## config.mk

```make
export PLATFORM = sky130hd
export DESIGN_NAME = ifetch_unit
export DESIGN_NICKNAME = d
export VERILOG_FILES = /design/src/rtl/ifetch_pkg.sv /design/src/rtl/ifetch_queue.sv /design/src/rtl/ifetch_unit.sv
export SDC_FILE = /design/constraint.sdc
export NUM_CORES = 1
export LEC_CHECK = 0
export BUFFER_PORTS_ARGS = -buffer_cell sky130_fd_sc_hd__buf_2
export CORE_UTILIZATION = 40
export DETAILED_ROUTE_END_ITERATION = 10
export GPL_ROUTABILITY_DRIVEN = 0
export SLEW_MARGIN = 20
export SYNTH_ARGS = -nofsm -noshare
export SYNTH_HDL_FRONTEND = slang
export SYNTH_HIERARCHICAL = 1
export SYNTH_SLANG_ARGS = --single-unit
```

## constraint.sdc

```tcl
create_clock -name clk -period 7.7 [get_ports clk]
set_clock_uncertainty 0.15 [all_clocks]
set_input_delay 0 -clock clk [delete_from_list [all_inputs] [get_ports clk]]
set_output_delay 0 -clock clk [all_outputs]
set_load 0.05 [all_outputs]
```

## src/rtl/ifetch_pkg.sv

```systemverilog
// Shared types and constants for the instruction fetch unit.
// Optional bound checking (IFETCH_BOUND_CHK_EN) uses the FAULT state defined here.
package ifetch_pkg;

    localparam int XLEN    = 32;
    localparam int PC_STEP = 4;
    localparam int QDEPTH  = 2;

    typedef enum logic [1:0] {
        ST_RUN   = 2'd0,
        ST_HALT  = 2'd1,
        ST_FAULT = 2'd2
    } fetch_state_t;

    typedef struct packed {
        logic [XLEN-1:0] pc;
        logic [XLEN-1:0] instr;
    } fetch_entry_t;

endpackage

```

## src/rtl/ifetch_queue.sv

```systemverilog
// Two-entry instruction FIFO between fetch and decode.
// The head register changes only on a pop or on a push into an empty queue, so it holds under stall.
module ifetch_queue
    import ifetch_pkg::*;
(
    input  logic         clk,
    input  logic         reset,
    input  logic         push,
    input  logic         pop,
    input  logic         flush,
    input  fetch_entry_t push_entry,
    output fetch_entry_t head,
    output logic         valid,
    output logic [1:0]   count
);

    fetch_entry_t head_q;
    fetch_entry_t tail_q;
    logic [1:0]   count_q;

    // Flush beats push/pop; a pop on a flush edge simply counts as done.
    always_ff @(posedge clk or posedge reset) begin
        if (reset) begin
            head_q  <= '0;
            tail_q  <= '0;
            count_q <= 2'd0;
        end else if (flush) begin
            count_q <= 2'd0;
        end else begin
            case ({push, pop})
                2'b10: begin
                    if (count_q == 2'd0) head_q <= push_entry;
                    else                 tail_q <= push_entry;
                    count_q <= count_q + 2'd1;
                end
                2'b01: begin
                    head_q  <= tail_q;
                    count_q <= count_q - 2'd1;
                end
                2'b11: begin
                    if (count_q == 2'd1) begin
                        head_q <= push_entry;
                    end else begin
                        head_q <= tail_q;
                        tail_q <= push_entry;
                    end
                end
                default: ;
            endcase
        end
    end

    assign head  = head_q;
    assign valid = (count_q != 2'd0);
    assign count = count_q;

endmodule

```

## src/rtl/ifetch_unit.sv

```systemverilog
// Instruction fetch: PC, RUN/HALT FSM, zero-latency ROM access and a 2-entry decode queue.
// Define IFETCH_BOUND_CHK_EN to trap fetches beyond the ROM in a sticky FAULT state.
module ifetch_unit
    import ifetch_pkg::*;
#(
    parameter int               WIDTH     = 32,
    parameter int               ADDR_BITS = 10,
    parameter logic [WIDTH-1:0] RESET_PC  = 32'h0000_0000
) (
    input  logic             clk,
    input  logic             reset,
    output logic [WIDTH-1:0] imem_addr,
    input  logic [WIDTH-1:0] imem_data,
    input  logic             redirect_valid,
    input  logic [WIDTH-1:0] redirect_pc,
    input  logic             halt_req,
    output logic             out_valid,
    input  logic             out_ready,
    output logic [WIDTH-1:0] out_instr,
    output logic [WIDTH-1:0] out_pc,
    output logic             halted,
    output logic             fetch_fault
);

    localparam logic [WIDTH-1:0] PC_LIMIT = WIDTH'(PC_STEP) << ADDR_BITS;

    fetch_state_t     state, state_next;
    logic [WIDTH-1:0] pc, pc_next;
    fetch_entry_t     push_entry, head;
    logic             q_valid;
    logic [1:0]       q_count;
    logic             pop, redirect, fetch_ok, push, in_range;
    logic             unused_bits;

`ifdef IFETCH_BOUND_CHK_EN
    assign in_range    = (pc < PC_LIMIT);
    assign fetch_fault = (state == ST_FAULT);
`else
    assign in_range    = 1'b1;
    assign fetch_fault = 1'b0;
`endif

    assign unused_bits = ^{redirect_pc[1:0], PC_LIMIT};

    // A FAULT can only be cleared by reset, so redirects are ignored there.
    assign pop      = q_valid && out_ready;
    assign redirect = redirect_valid && (state != ST_FAULT);
    assign fetch_ok = (state == ST_RUN) && !redirect && ((q_count < 2'(QDEPTH)) || pop);
    assign push     = fetch_ok && in_range;

    assign push_entry.pc    = pc;
    assign push_entry.instr = imem_data;

    always_ff @(posedge clk or posedge reset) begin
        if (reset) begin
            state <= ST_RUN;
            pc    <= RESET_PC;
        end else begin
            state <= state_next;
            pc    <= pc_next;
        end
    end

    // Redirect outranks halt; the fetch on a halt edge still goes ahead.
    always_comb begin
        state_next = state;
        pc_next    = pc;
        if (redirect) begin
            state_next = ST_RUN;
            pc_next    = {redirect_pc[WIDTH-1:2], 2'b00};
        end else begin
            if (push)
                pc_next = pc + WIDTH'(PC_STEP);
            if (fetch_ok && !in_range)
                state_next = ST_FAULT;
            else if ((state == ST_RUN) && halt_req)
                state_next = ST_HALT;
        end
    end

    ifetch_queue u_queue (
        .clk        (clk),
        .reset      (reset),
        .push       (push),
        .pop        (pop),
        .flush      (redirect),
        .push_entry (push_entry),
        .head       (head),
        .valid      (q_valid),
        .count      (q_count)
    );

    assign imem_addr = pc;
    assign out_valid = q_valid;
    assign out_pc    = head.pc;
    assign out_instr = head.instr;
    assign halted    = (state == ST_HALT);

endmodule

```

==> metrics, run 1 <==
Post-Syn Area=7630 sq um; dominant synthesized flop cell=dfrtp_1; fin crit share=42.6%; Comb power frac=43.1%; gr usage total=18.6%; share of layout cells above drive strength 1=49.6%; Max Cap Violations=0; Detailed Routing Iterations Pass 1=4; Critical path origin=u_queue/count[0]; Hold Startpoint=redirect_valid; R2R setup slack=4420 ps; Distinct cells, synth=43; ys async rst share=100%; register area share after synthesis=52.8%; met3 wire length=794 um; IO Pins=168; Critical Path Fanout Max=29; total negative slack=0 ps; initial core utilization=40.8%; Post-synth top cells=mux2_2 (166), dfrtp_1 (161), nand2_1 (35); status=finished clean; CTS tree=done; remaining antenna violation count after routing=0; max frequency=0.305 GHz; most numerous cell in the Yosys netlist=mux2_2; Worst Path Buf+Inv=4; sequential share of power=33.1%; Clk pwr share=23.8%; DRC=0; 1st-iter DRT viols=139; WP data required=7850 ps; yosys warns=6; wl on met1=7980 um; critical path's slowest cell=buf_4; Worst R2R End=u_queue/head[28]; leading area contributor after synthesis=dfrtp_1; vias in the first global route=5509; critical path's largest stage delay=550 ps; first-pass GRT wire length=28500 um; DIE AREA=19600 sq um; CTS Buf Count=17; clk slew on worst S/H paths=60 ps; Final Slew Violations=0; Worst EP arrival=3440 ps; Sw Share=39.5%; P_int=0.00254 W; dpl ws=4420 ps; PD cells=422 nW/um^2; CTS root buffer=clkbuf_16; Core Region=18700 sq um; # hold bufs at CTS=64; Top Layer Used=met4; met2 wire length=8230 um; worst slew pin tran=980 ps; Hold Vio Cnt, Final=0; EDFF count, synth=0; area delta synth->final=30.3%; Routed WL per cell=16.6 um; R2R Path Start=u_queue/count[0]; critical path's top delay family=buffers and inverters; die height=140 um; endpoint type of the worst setup path=flip-flop; clk sinks=161; P_leak=4.52 nW; Setup CP Type=reg2reg; standard-cell rows=50; ANT cells=0; vias per inst=4.93; hold path cells=3; Hold EP=u_queue/count[1]; Worst Slack Setup Final=4420 ps; post-synth top area share=52.8%; largest net degree at the start of global routing=78; CP Launch Type=flip-flop; net switching power=0.00166 W; Clk Latency, worst-skew pair=420 ps; final wirelength=17200 um; nets@finish=863; Die Width=140 um; IO buf count=162; Setup Buffers After CTS=0; Final setup viols=0; Syn Area/Cell=13.5 sq um; CP Cell Sequence=inv_1 -> ha_1 -> inv_1 -> a21boi_2 -> nor3_1 -> buf_4 -> a21boi_4 -> buf_4 -> mux2_2 -> mux2_2; Hold Crit Class=in2reg; Slew HR=34.7%; remaining global-route overflow=0; Worst Reg-to-Reg Cells=10; initial antenna violation count=0; HPWL after detailed placement=11200 um; Max Buffers Root-to-Sink=2; largest cells by area after synthesis=dfrtp_1 (53%), mux2_2 (24%), mux2_4 (3.9%); unrepaired setup endpoints after global routing=false; Vias=5116; #FFs+latches synth=161; H-tree depth=4; Mapped Cells=566; fin crit period=3280 ps; Fill cells=1616; worst vdd rail ir drop=0.177 mV; CTS resizes=0
-- power by group through the flow --
stage / registers (W) / logic [W] / clock network, W
after floorplan: 0.00202 / 0.000793 / 0
after global routing: 0.00144 / 0.00191 / 0.00106
after CTS: 0.00139 / 0.00183 / 0.00102
after global placement: 0.00138 / 0.00175 / 0
after detailed placement: 0.00141 / 0.00180 / 0
final: 0.00139 / 0.00181 / 0.000997
-- how the worst max path moves through the flow --
stage / cells past startpoint / slack [ps] / endpoint
floorplan: 1 / 4080 / u_queue/count[0]
detailed placement: 7 / 4420 / u_queue/tail_q[4]
CTS: 7 / 4410 / u_queue/tail_q[7]
global route: 10 / 4230 / u_queue/head[28]
finish: 10 / 4420 / u_queue/head[28]
global placement: 7 / 4520 / u_queue/tail_q[47]
-- cell usage in the layout (no fill, tap or decap), drive strengths merged, types with 2 or more instances in the layout --
| cell type | instances |
|---|---|
| mux2 | 193 |
| buf | 169 |
| dfrtp | 161 |
| dlygate4sd3 | 64 |
| nand2 | 35 |
| o21ai | 28 |
| xor2 | 21 |
| clkbuf | 19 |
| nand4 | 17 |
| nand3 | 12 |
| inv | 11 |
| xnor2 | 9 |
| nor2 | 9 |
| nor3 | 8 |
| conb | 7 |
| bufinv | 7 |
| ha | 4 |
| and3 | 4 |
| and2 | 3 |
| clkinv | 3 |
| a21boi | 3 |
| nor4 | 2 |
| clkinvlp | 2 |
| nor3b | 2 |
-- kinds of logic after synthesis --
| group | share of synthesized area, % |
|---|---|
| multiplexers | 29.6 |
| adder cells (fa/ha/maj) | 0.656 |
| AND/OR/NAND/NOR | 6.95 |
| AO/OA/AOI/OAI | 3.12 |
| other | 0.0491 |
| XOR/XNOR | 3.44 |
| buffers and inverters | 3.39 |
| flip-flops | 52.8 |
-- flip-flops by register name, summed over array words and instances (netlist names) --
name / flops
u_queue/head: 64
u_queue/tail_q: 64
imem_addr: 30
u_queue/count: 2
state: 1
-- metal layers --
metal	vias to the layer above	global-route usage (%)
met1	2529	23.7
met4	0	6.48
met2	127	30.8
met5	-	0
li1	2446	-
met3	14	4.38
-- worst reg2reg max path: cells and delay by family, from the launching register on --
kind,cells,cell delay (ps)
buf+inv,4,960
compound gates,2,730
mux,2,690
flops,1,400
fa+ha+maj,1,170
simple gates,1,80
-- stage by stage --
stage | cell area [sq um] | total power (W) | hold WS, ps | utilization [%] | instances
4_1_cts | 9940 | 0.00424 | 27.2 | 53.1 | 1037
2_1_floorplan | 7650 | 0.00282 | -83.7 | - | 572
5_1_grt | 9950 | 0.00440 | 83.1 | 53.2 | 1037
3_5_place_dp | 8600 | 0.00321 | 8.46 | 46.0 | 941
6_report | 9950 | 0.00420 | 46.9 | 53.2 | 1037
3_3_place_gp | 8600 | 0.00313 | 11.1 | 46.0 | 941
-- layout make-up --
cell class,instances,area (sq um),share of cell area [%]
flip-flops and latches,161,4030,40.5
multi-input cells,367,3380,34.0
repair buffers,233,1500,15.1
clock buffers,19,443,4.45
well taps,234,293,2.94
clock inverters,13,256,2.58
inverters,10,42.5,0.428
Power figures use the tool's default switching activity.
==> run 2: changes to the inputs <==
Clock period 7.7 ns to 3.1 ns, I/O delays scaled along.
==> metrics, run 2 (synthesized netlist as in run 1, its figures left out) <==
H-tree depth=4 (unchanged); Hold Vio Cnt, Final=0 (unchanged); 1st-iter DRT viols=210 (+51%); DP Area=8730 sq um (+1.6%); largest net degree at the start of global routing=61 (-22%); CTS resizes=0 (unchanged); max frequency=0.364 GHz (+20%); clk sinks=161 (unchanged); Finished Cell Area=10000 sq um (+0.55%); Worst EP arrival=2900 ps (-540 ps); Detailed Routing Iterations Pass 1=4 (unchanged); Setup CP Type=reg2reg; Critical Path Fanout Max=15 (-48%); gr usage total=18.5% (-0.058 points); initial core utilization=40.8% (unchanged); Max Buffers Root-to-Sink=2 (unchanged); Routed WL per cell=16.3 um (-2.0%); initial antenna violation count=0 (unchanged); HPWL after detailed placement=11600 um (+3.7%); Slew HR=36.1% (+1.4 points); fin crit period=2750 ps (-538 ps); DIE AREA=19600 sq um (unchanged); CTS root buffer=clkbuf_16; final wirelength=17000 um (-1.3%); Vias=5185 (+1.3%); fin crit share=88.6% (+46 points); status=finished clean; WP data required=3250 ps (-4600 ps); Post-Layout Cell Count=1044 (+0.68%); commonest non-fill, non-tap cells in the layout=mux2_2 (166), buf_2 (162), dfrtp_1 (161); Final setup viols=0 (unchanged); die height=140 um (unchanged); unrepaired setup endpoints after global routing=false; area delta synth->final=31.1%; CP Launch Type=flip-flop; ANT cells=0 (unchanged); commonest non-fill, non-tap cell in the layout=mux2_2; clk slew on worst S/H paths=60 ps (about the same); first-pass GRT wire length=28300 um (-0.85%); share of layout cells above drive strength 1=49.9% (+0.31 points); DRC=0 (unchanged); Placed Cells=949 (+0.85%); Fill cells=1629 (+0.80%); area of the multi-input gates=3370 sq um (-0.18%); nets@finish=872 (+1.0%); CTS Buf Count=17 (unchanged); IO Pins=168 (unchanged); PD cells=1020 nW/um^2 (+140%); # hold bufs at CTS=65 (+1.6%); Setup Buffers After CTS=0 (unchanged); standard-cell rows=50 (unchanged); total negative slack=0 ps (unchanged); Seq. cell area=4030 sq um (unchanged); worst vdd rail ir drop=0.424 mV (+140%); remaining global-route overflow=0 (unchanged); Final Slew Violations=0 (unchanged); remaining antenna violation count after routing=0 (unchanged); CTS tree=done; endpoint type of the worst setup path=flip-flop; Clk Latency, worst-skew pair=420 ps (about the same); Hold Crit Class=in2reg; Core Region=18700 sq um (unchanged); P_leak=4.55 nW (+0.74%); Max Cap Violations=0 (unchanged); Die Width=140 um (unchanged); IO buf count=162 (unchanged); vias in the first global route=5548 (+0.71%); worst slew pin tran=958 ps (-21.8 ps); vias per inst=4.97 (+0.67%)
==> run 2: worst max-delay path, stage by stage (launching register included) <==
cell and delay, ps:
dfrtp_1 390, inv_1 110, ha_1 180, inv_1 100
a21boi_2 300, nor3_1 80, buf_4 190, a21boi_4 170
buf_4 300, mux2_2 370, mux2_2 270
==> run 2: worst paths after layout <==
check | start | endpoint | slack [ps] | cells after the start
max in group asynchronous | reset | imem_addr[23] | 1880 | 4
setup / recovery | u_queue/count[1] | u_queue/head[53] | 350 | 10
hold / removal | out_ready | imem_addr[2] | 70 | 5
min in group asynchronous | reset | u_queue/head[39] | 120 | 3
setup reg to reg | u_queue/count[1] | u_queue/head[53] | 350 | 10
hold reg to reg | u_queue/tail_q[8] | u_queue/tail_q[8] | 340 | 1
==> run 2: where the power goes <==
part	total, W	leakage [nW]	internal (W)	switching, W
combinational	0.00455	2.30	0.00176	0.00279
sequential	0.00347	1.95	0.00299	0.000476
clock	0.00220	0.302	0.00138	0.000817
==> run 2: layer usage <==
metal  wire (um)  vias up  track usage, %
li1            -     2459               -
met1        7850     2571            23.6
met2        8160      131            30.7
met3         708       24            4.38
met4         267        0            6.54
met5           0        -               0
==> run 2: cell type report <==
class                      instances  share of cell area, %
sequential                       161                   40.3
multi-input combinational        367                   33.7
timing repair buffer             242                   16.5
clock buffer                      20                   4.57
tap                              234                   2.93
clock inverter                    10                   1.60
inverter                          10                  0.413
==> run 2: metrics by stage <==
stage | util, % | worst slack, ps | hold WS, ps | power [W]
final | 53.5 | 355 | 67.3 | 0.0102
after global routing | 53.5 | 189 | 103 | 0.0108
after CTS | 53.5 | 342 | 50.5 | 0.0103
after detailed placement | 46.7 | 356 | 24.3 | 0.00804
after global placement | 46.7 | 435 | 9.60 | 0.00787
after floorplan | - | 289 | -83.7 | 0.00700
==> run 3: changes to the inputs <==
Settings changed: SETUP_SLACK_MARGIN set to 0.5.
==> metrics, run 3 (synthesized netlist as in run 1, its figures left out) <==
CP Cell Sequence=inv_2 -> ha_4 -> clkinvlp_4 -> a21boi_4 -> nor3_1 -> buf_4 -> a21boi_4 -> buf_4 -> buf_16 -> mux2_2 -> mux2_2; Detailed Routing Iterations Pass 1=5 (+1); Worst EP arrival=2640 ps (-260 ps); share of layout cells above drive strength 1=49.0% (-0.92 points); CTS root buffer=clkbuf_16; IO buf count=162 (unchanged); CTS Buf Count=17 (unchanged); Clk Latency, worst-skew pair=410 ps (about the same); vias per inst=4.92 (-0.85%); gr usage total=19.2% (+0.72 points); commonest non-fill, non-tap cell in the layout=mux2_2; DRC=0 (unchanged); wl on met1=8050 um (+2.6%); final wirelength=17700 um (+4.1%); Core Region=18700 sq um (unchanged); Comb power frac=46.2% (+1.6 points); 1st-iter DRT viols=204 (-2.9%); endpoint type of the worst setup path=flip-flop; critical path's largest stage delay=400 ps (about the same); Fill cells=1561 (-4.2%); fin crit share=80.6% (-8.0 points); ANT cells=0 (unchanged); worst vdd rail ir drop=0.445 mV (+5.1%); vias in the first global route=5836 (+5.2%); worst hold-check slack=101 ps (+34.1 ps); largest net degree at the start of global routing=58 (-4.9%); Final Slew Violations=0 (unchanged); P_int=0.00621 W (+1.2%); Hold Crit Class=in2async; max frequency=0.400 GHz (+9.9%); Final setup viols=0 (unchanged); fin crit period=2500 ps (-247 ps); sequential share of power=33.3% (-0.6 points); worst slew pin tran=922 ps (-36.7 ps); HPWL after detailed placement=11600 um (-0.29%); Slew HR=38.4% (+2.4 points); critical path's slowest cell=dfrtp_1; Vias=5407 (+4.3%); first-pass GRT wire length=29600 um (+4.6%); Routed WL per cell=16.1 um (-1.0%); area delta synth->final=38.3%; critical path's top delay family=buffers and inverters; Worst Path Buf+Inv=5 (+1); met3 wire length=735 um (+3.8%); H-tree depth=4 (unchanged); CP Launch Type=flip-flop; Setup CP Type=reg2reg; Top Layer Used=met4; net switching power=0.00417 W (+2.2%); nets@finish=924 (+6.0%); die height=140 um (unchanged); P_leak=4.75 nW (+4.3%); remaining antenna violation count after routing=0 (unchanged); total negative slack=0 ps (unchanged); Die Width=140 um (unchanged); Critical Path Fanout Max=12 (-3); DIE AREA=19600 sq um (unchanged); standard-cell rows=50 (unchanged); IO Pins=168 (unchanged); Max Cap Violations=0 (unchanged); status=finished clean; Hold Vio Cnt, Final=0 (unchanged); commonest non-fill, non-tap cells in the layout=mux2_2 (166), buf_2 (162), dfrtp_1 (161); remaining global-route overflow=0 (unchanged); met2 wire length=8680 um (+6.4%); Max Buffers Root-to-Sink=2 (unchanged); unrepaired setup endpoints after global routing=true; Sw Share=40.2% (+0.24 points); CTS tree=done; clk slew on worst S/H paths=70 ps (about the same); PD cells=984 nW/um^2 (-3.7%); clk sinks=161 (unchanged); initial antenna violation count=0 (unchanged); WP data required=3250 ps (about the same); Clk pwr share=20.5% (-1.0 points); initial core utilization=40.8% (unchanged)
-- run 3: cell types whose count changed in the layout (fill, tap and decap cells not counted), sizes merged --
cell,before,now
bufinv,4,3
inv,9,10
buf,177,192
clkinvlp,2,5
clkinv,5,4
dlygate4sd3,65,102
-- run 3: worst paths after layout --
| check | from | to | slack [ps] | depth (start not counted) |
|---|---|---|---|---|
| worst max-delay path | u_queue/count[1] | u_queue/head[22] | 600 | 11 |
| worst min-delay path | reset | imem_addr[7] | 100 | 4 |
| worst max register to register | u_queue/count[1] | u_queue/head[22] | 600 | 11 |
| worst min register to register | u_queue/tail_q[6] | u_queue/tail_q[6] | 350 | 1 |
| max in group asynchronous | reset | u_queue/tail_q[20] | 1640 | 4 |
| min in group clk | out_ready | imem_addr[2] | 150 | 6 |
-- run 3: layout make-up --
type | instances | area (sq um) | area share, %
repair buffers | 294 | 2200 | 20.8
clock inverters | 12 | 158 | 1.49
well taps | 234 | 293 | 2.77
clock buffers | 20 | 437 | 4.14
flip-flops and latches | 161 | 4030 | 38.2
inverters | 10 | 45.0 | 0.427
multi-input cells | 367 | 3390 | 32.2
-- run 3: worst min-delay path, delay by kind of cell --
| kind | cells | cell delay [ps] |
|---|---|---|
| buf+inv | 4 | 1080 |
-- run 3: power by group through the flow --
stage | Clock (W) | Combinational (W) | Sequential (W)
2_1_floorplan | 0 | 0.00201 | 0.00503
3_3_place_gp | 0 | 0.00446 | 0.00344
3_5_place_dp | 0 | 0.00457 | 0.00351
4_1_cts | 0.00220 | 0.00478 | 0.00347
5_1_grt | 0.00230 | 0.00505 | 0.00359
6_report | 0.00213 | 0.00479 | 0.00346
-- run 3: what timing repair did --
item	in CTS	in global routing
hold buffers	102	0
endpoints found under the setup margin	103	68
buffers inserted	6	7
hold endpoints to repair	165	0
pin swaps	3	1
cloned	1	0
gates resized for setup	2	5
-- run 3: stage by stage --
step	area (sq um)	setup WS [ps]	std cells	total power (W)	utilization, %
after detailed placement	8770	359	950	0.00807	46.9
after CTS	10500	490	1091	0.0104	56.1
after floorplan	7690	382	572	0.00704	-
final	10600	602	1098	0.0104	56.4
after global routing	10600	482	1098	0.0109	56.4
after global placement	8770	420	950	0.00790	46.9
-- run 3: routing by layer --
metal	global-route usage [%]	vias up
li1	-	2575
met1	24.7	2699
met5	0	-
met4	5.44	0
met2	32.2	118
met3	4.82	15
